==> config.mk <==
export PLATFORM = sky130hd
export DESIGN_NAME = load_store_control
export DESIGN_NICKNAME = d
export VERILOG_FILES = /design/src/rtl/load_store_control.sv
export SDC_FILE = /design/constraint.sdc
export NUM_CORES = 1
export LEC_CHECK = 0
export CORE_MARGIN = 10
export CORE_UTILIZATION = 41
export CTS_CLUSTER_SIZE = 40
export DETAILED_ROUTE_END_ITERATION = 8
export GPL_TIMING_DRIVEN = 1
export PLACE_DENSITY_LB_ADDON = 0.25
export RECOVER_POWER = 100
export SKIP_LAST_GASP = 1
export SYNTH_ARGS = -nofsm -noshare
export SYNTH_HDL_FRONTEND = slang
export SYNTH_SLANG_ARGS = --single-unit
==> constraint.sdc <==
create_clock -name clock_i -period 5.77 [get_ports clock_i]
set_input_delay 0.577 -clock clock_i [delete_from_list [all_inputs] [get_ports clock_i]]
set_output_delay 0.577 -clock clock_i [all_outputs]
set_load 0.03 [all_outputs]
==> src/rtl/load_store_control.sv <==
// load_store_control: Moore control FSM sequencing fetch, ld/ldi/st, nop and halt
// with a halt request at instruction boundaries and a completed-instruction counter.
module load_store_control #(
  parameter logic [4:0] OP_LD   = 5'b00000,
  parameter logic [4:0] OP_LDI  = 5'b00001,
  parameter logic [4:0] OP_ST   = 5'b00010,
  parameter logic [4:0] OP_NOP  = 5'b11010,
  parameter logic [4:0] OP_HALT = 5'b11011,
  parameter logic [4:0] ALU_ADD = 5'b00011
) (
  input  logic        clock_i,
  input  logic        clear_i,
  input  logic [31:0] IR_i,
  input  logic        stop_i,
  input  logic        resume_i,
  output logic        PCout_o,
  output logic        MARin_o,
  output logic        IncPC_o,
  output logic        Zlowin_o,
  output logic        Zlowout_o,
  output logic        PCin_o,
  output logic        read_o,
  output logic        write_o,
  output logic        MDRin_o,
  output logic        MDRout_o,
  output logic        IRin_o,
  output logic        Gra_o,
  output logic        Grb_o,
  output logic        Rin_o,
  output logic        Rout_o,
  output logic        BAout_o,
  output logic        Yin_o,
  output logic        Cout_o,
  output logic [4:0]  ALU_o,
  output logic        run_o,
  output logic        illegal_o,
  output logic [15:0] instr_count_o
);
  typedef enum logic [4:0] {
    S_RESET, S_T0, S_T1, S_T2, S_T3,
    S_LD4, S_LD5, S_LD6, S_LD7,
    S_LDI4, S_LDI5,
    S_ST4, S_ST5, S_ST6, S_ST7,
    S_HALT
  } state_t;
  state_t      state_q, state_d, bnd;
  logic [15:0] count_q;
  logic        illegal_q, known, done;
  logic [4:0]  op;
  logic        unused_ir;
  assign op        = IR_i[31:27];
  assign unused_ir = ^IR_i[26:0];
  assign known     = op == OP_LD || op == OP_LDI || op == OP_ST || op == OP_NOP || op == OP_HALT;
  assign bnd       = stop_i ? S_HALT : S_T0;
  // Every path that leaves an instruction (boundary or halt opcode) bumps the counter.
  assign done = state_q inside {S_LD7, S_LDI5, S_ST7} ||
                (state_q == S_T3 && op != OP_LD && op != OP_LDI && op != OP_ST);
  always_comb begin
    state_d = state_q;
    case (state_q)
      S_RESET: state_d = S_T0;
      S_T0:    state_d = S_T1;
      S_T1:    state_d = S_T2;
      S_T2:    state_d = S_T3;
      S_T3:    state_d = op == OP_LD   ? S_LD4  :
                         op == OP_LDI  ? S_LDI4 :
                         op == OP_ST   ? S_ST4  :
                         op == OP_HALT ? S_HALT : bnd;
      S_LD4:   state_d = S_LD5;
      S_LD5:   state_d = S_LD6;
      S_LD6:   state_d = S_LD7;
      S_LDI4:  state_d = S_LDI5;
      S_ST4:   state_d = S_ST5;
      S_ST5:   state_d = S_ST6;
      S_ST6:   state_d = S_ST7;
      S_LD7, S_LDI5, S_ST7: state_d = bnd;
      S_HALT:  state_d = resume_i ? S_T0 : S_HALT;
      default: state_d = S_RESET;
    endcase
  end
  always_ff @(posedge clock_i) begin
    if (clear_i) begin
      state_q   <= S_RESET;
      count_q   <= 16'h0000;
      illegal_q <= 1'b0;
    end else begin
      state_q   <= state_d;
      count_q   <= count_q + {15'd0, done};
      illegal_q <= state_q == S_T3 && !known;
    end
  end
  assign PCout_o       = state_q == S_T0;
  assign MARin_o       = state_q inside {S_T0, S_LD5, S_ST5};
  assign IncPC_o       = state_q == S_T0;
  assign Zlowin_o      = state_q inside {S_T0, S_LD4, S_LDI4, S_ST4};
  assign Zlowout_o     = state_q inside {S_T1, S_LD5, S_LDI5, S_ST5};
  assign PCin_o        = state_q == S_T1;
  assign read_o        = state_q inside {S_T1, S_LD6};
  assign write_o       = state_q == S_ST7;
  assign MDRin_o       = state_q inside {S_T1, S_LD6, S_ST6};
  assign MDRout_o      = state_q inside {S_T2, S_LD7};
  assign IRin_o        = state_q == S_T2;
  assign Gra_o         = state_q inside {S_LD7, S_LDI5, S_ST6};
  assign Grb_o         = state_q == S_T3;
  assign Rin_o         = state_q inside {S_LD7, S_LDI5};
  assign Rout_o        = state_q == S_ST6;
  assign BAout_o       = state_q == S_T3;
  assign Yin_o         = state_q == S_T3;
  assign Cout_o        = state_q inside {S_LD4, S_LDI4, S_ST4};
  assign ALU_o         = state_q inside {S_LD4, S_LDI4, S_ST4} ? ALU_ADD : 5'b00000;
  assign run_o         = state_q != S_RESET && state_q != S_HALT;
  assign illegal_o     = illegal_q;
  assign instr_count_o = count_q;
endmodule

# Yosys cells after proc, flatten, opt, wreduce, memory -nomap -nowiden
# Index checks and enable logic that the tools add are counted.
[totals]
reg_bits = 22
in_bits = 36
out_inout_bits = 41
[classes]
n_addsub = 1
n_eq_ne = 22
muxes = 8
reduce_logical = 26
[op_table]
columns = ["op", "n"]
rows = [
  ["$pmux W4 S14", 1],
  ["$eq A5 B4 Y1 const B", 8],
  ["$mux W4", 6],
  ["$eq A5 B3 Y1 const B", 4],
  ["$add A16 B1 Y16", 1],
  ["$eq A5 B2 Y1 const B", 3],
  ["$reduce_bool A3 Y1", 5],
  ["$eq A5 B1 Y1 const B", 2],
  ["$eq A5 B5 Y1 const B", 2],
  ["$logic_not A5 Y1", 2],
  ["$reduce_bool A5 Y1", 2],
  ["$reduce_bool A4 Y1", 2],
  ["$reduce_bool A2 Y1", 3],
  ["$logic_and A1 B1 Y1", 5],
  ["$logic_or A1 B1 Y1", 5],
  ["$ne A5 B1 Y1 const B", 1],
  ["$ne A5 B2 Y1 const B", 1],
  ["$ne A5 B4 Y1 const B", 1],
  ["$reduce_or A3 Y1", 1],
  ["$mux W2", 1],
  ["$logic_not A1 Y1", 1],
]

# Logic depth before layout (Yosys ltp)
[depth]
depth_word = 7
ltp_mapped = 11
ltp_nobuf = 10

# Worst setup path before layout
# No wires, ideal clock.
[synth_path]
kind = "reg2out"
startpoint = "register state_q[0]"
endpoint = "output MARin_o"
arrival_ps = 1837
required_ps = 5193
setup_slack_ps = 3356
stages_incl_launch_ff = 5
n_path_buf = 1
path_cell_list = "dfxtp_1 clkbuf_1 nand2b_1 nor3_1 o21bai_1"
[synth_between]
elab_chain_cells = 2
elab_cells_between_ends = 4
cone_classes = "eq/ne (3); reduce/logical (1)"
[synth_lines]
columns = ["element", "line_no", "rtl"]
rows = [
  ["start, declared", "46", "state_t state_q, state_d, bnd;"],
  ["start signal, assigned", "87", "state_q <= state_d;"],
  ["$eq A5 B1 Y1", "--", ""],
  ["via IncPC_o", "18", "output logic IncPC_o,"],
  ["$reduce_bool A3 Y1", "93", "assign MARin_o = state_q inside {S_T0, S_LD5, S_ST5};"],
  ["end, declared", "17", "output logic MARin_o,"],
]
# The timed path passes the listed nets, and every way through them passes these cells.

# Final worst setup path
[layout_path]
startpoint = "register state_q[1]"
endpoint = "output Zlowin_o"
[layout_between]
elab_chain_cells = 2
elab_cells_between_ends = 5
cone_classes = "eq/ne (4); reduce/logical (1)"
[layout_lines]
columns = ["element", "line_no", "rtl"]
rows = [
  ["$eq A5 B1 Y1 (tied with other cells)", "95", "assign Zlowin_o = state_q inside {S_T0, S_LD4, S_LDI4, S_ST4};"],
  ["$reduce_bool A4 Y1 *", "95", ""],
  ["end, declared", "19", "output logic Zlowin_o,"],
]
# Every way passes the cells marked *; elsewhere a longest branch is shown, timed or not.

==> results.cfg <==
[clock_tree]
ctsHoldBuffers = 0
root_buffer = clkbuf_4
cts_buffers = 3
clockBufferDepth = 2
clk_pin_slew_ns = 0.12
cts_tree = yes
htree_levels = 1
clock_sinks = 21
post_cts_buffers = 0
clock_latency_ns = 0.31
post_cts_resized = 0

[worst_setup_path]
crit_path_end_kind = primary output
crit_type = reg2out
crit_path_cell_trace = nand2b_1 -> nor2_1 -> o21a_1 -> or2_2 -> dlygate4sd3_1
crit_path_start_kind = register
arrival_ns = 2.44
crit_family = buffers and inverters
cp_num_buf_inv = 1
critPathRequiredTime_ns = 5.19
max_stage_delay_ns = 0.69
worstSetupStartpoint = state_q[1]
cp_max_fo = 17
cpMaxStageDelayCell = dlygate4sd3_1
rr_startpoint = state_q[2]

[global_route]
gr-total-overflow = 0
use_met1_pct = 12.08
grt_pass1_vias = 1204
grt_use_total_pct = 10.93
antenna_found_initial = 0
grt_use_met2_pct = 18.55
grt_pass1_wl_um = 5568
grt_util_met3_pct = 6.061
grt_max_degree = 23
top_usage_layer = met2

[yosys]
synthSimpleGateAreaFrac_pct = 31.08
ys_dominant_reg_cell = dfxtp_1
syn_area_per_cell_sq_um = 7.486
synth_top_family_by_area = simple AND/OR/NAND/NOR gates
synth_edf_count = 0
async_flop_share_pct = 0
ys_seq_elements = 21
synthDistinctLibCells = 39
synth.mux.area_fraction_pct = 0.8451
synthXorXnorAreaFrac_pct = 9.202
synth_fa_ha_area_share_pct = 2.817
synth_area_sq_um = 1333
yosysWarnings = 0
synthCells = 178
seq_area_frac_synth_pct = 31.55
synth_compound_area_share_pct = 14.84

[hold_path]
hp-start = instr_count_o[14]
hp-class = reg2reg

[flow_run]
maxCapViolations = 0

[die]
design.die.area_sq_um = 5931
core-area_sq_um = 3078
die_width_um = 77.01
boundaryPins = 77
start_util_pct = 43.29
num_rows = 20
fp.dieH_um = 77.01

[detailed_routing]
vias = 1305
drcViolationCount = 0
wl_per_cell_um = 13.34
drt_iter0_drc = 100
final_antenna_net_count = 0
routed_wl_um = 3416
firstDrtPassIters = 4
vias_per_cell = 5.098

[placed_design]
hpwl_um = 2663
place_ws_ns = 2.691
globalplace.congestion = 0.7897
placed_cells = 252
port_buffers = 46

[sta]
fin_skew_ns = 0.01270
final.setup.worst_slack_ns = 2.754
min_period_over_period_pct = 52.26
fmax_mhz = 331.6
setup_viol = 0
hold_violations = 0
fin_crit_ns = 3.016
rsz0062_at_grt = no
setup_tns_ns = 0
final-max-slew-violation-count = 0
maxSlewHeadroom_pct = 46.06
worst_pin_slew_ns = 0.8065
worst_hold_slack_ns = 0.5316

[status]
status = complete, no violations

[finish]
antenna_cells = 0
area_growth_pct = 33.62
layout-drive-gt1-share_pct = 5.189
layout.cells.non_filler = 256
final_nets = 252

[power]
peakVddDrop_uv = 163.6
p_leak_nw = 0.7304
p_per_area_nw_per_um2 = 168.7
cells in the final DEF, fill, tap and decap left out, drive strengths merged, types with 2 or more instances in the layout:
| cell | count |
|---|---|
| ha | 3 |
| inv | 6 |
| nand3 | 8 |
| nor3 | 7 |
| xor2 | 6 |
| nand4 | 6 |
| clkdlybuf4s50 | 5 |
| o21ai | 5 |
| nand2b | 4 |
| a31o | 2 |
| nand2 | 12 |
| or2 | 2 |
| dfxtp | 21 |
| nor2b | 3 |
| nand3b | 3 |
| a31oi | 2 |
| nor4 | 3 |
| nor2 | 27 |
| or4 | 3 |
| clkbuf | 3 |
| a21oi | 15 |
| conb | 3 |
| xnor2 | 8 |
| dlygate4sd3 | 41 |
sequential cells by signal, summed over array words and instances (netlist names):
register / flops
instr_count_o: 16
state_q: 4
illegal_o: 1
layout make-up:
cell class	instances	area, sq um
sequential	21	420.4
fill	294	1297
multi-input combinational	135	794.5
timing repair buffer	46	460.4
tap	44	55.05
clock buffer	3	22.52
clock inverter	1	5.005
inverter	6	22.52
worst paths after layout:
path	endpoint	slack (ns)	depth (start not counted)
min reg2reg	instr_count_o[15]	0.53	2
max reg2reg	instr_count_o[14]	3.14	10
min	instr_count_o[15]	0.53	2
max	Zlowin_o	2.75	5
per-stage QoR:
stage | utilization [%] | instance area (sq um) | total power [mW]
final | 57.85 | 1780 | 0.3003
after global routing | 57.85 | 1780 | 0.3172
after CTS | 57.85 | 1780 | 0.3093
after detailed placement | 56.95 | 1753 | 0.2374
after global placement | 56.95 | 1753 | 0.2353
after floorplan | - | 1340 | 0.2091
cell families (layout without fill, tap and decap cells):
logic type	count (synthesis)	after routing
adder cells (fa/ha/maj)	3	3
XOR/XNOR	14	14
AND/OR/NAND/NOR	82	82
other	1	3
buffers and inverters	24	56
AO/OA/AOI/OAI	32	32
flip-flops	21	21
multiplexers	1	1
routing by layer:
layer / up-vias / share of wire, %
li1: 673 / -
met1: 593 / 44
met2: 37 / 46
met3: 2 / 10
met4: 0 / 0.29
met5: - / 0
tightest hold or removal path, delay by kind of cell (launching register included):
family,cells,cell delay [ns]
compound gates,1,0.06
simple gates,1,0.08
flops,1,0.36
cell usage after synthesis (2+ instances only):
library cell	number	share of area, %
clkbuf_1	5	1.4
or4_1	3	1.7
xnor2_1	8	5.3
xor2_1	6	3.9
inv_1	6	1.7
nor2_1	27	7.6
nor4_1	3	1.4
nor2b_1	3	1.4
dfxtp_1	21	32
nor3_1	7	2.6
a31oi_1	2	0.94
nand2b_1	4	1.9
o21ai_0	5	1.9
a21oi_1	15	5.6
nand3_1	8	3.0
buf_2	4	1.5
buf_4	8	4.5
nand2_1	12	3.4
a31o_2	2	1.3
nand3b_1	3	1.7
ha_1	3	2.8
or2_2	2	0.94
nand4_1	5	2.3
report_power, final:
group          switching, mW  internal, mW  total (mW)  leakage [nW]
Sequential           0.00895         0.147       0.156         0.170
Combinational         0.0443        0.0285      0.0727         0.543
Clock                 0.0453        0.0259      0.0712        0.0177
Note: power is estimated with default switching activity, not from simulation.
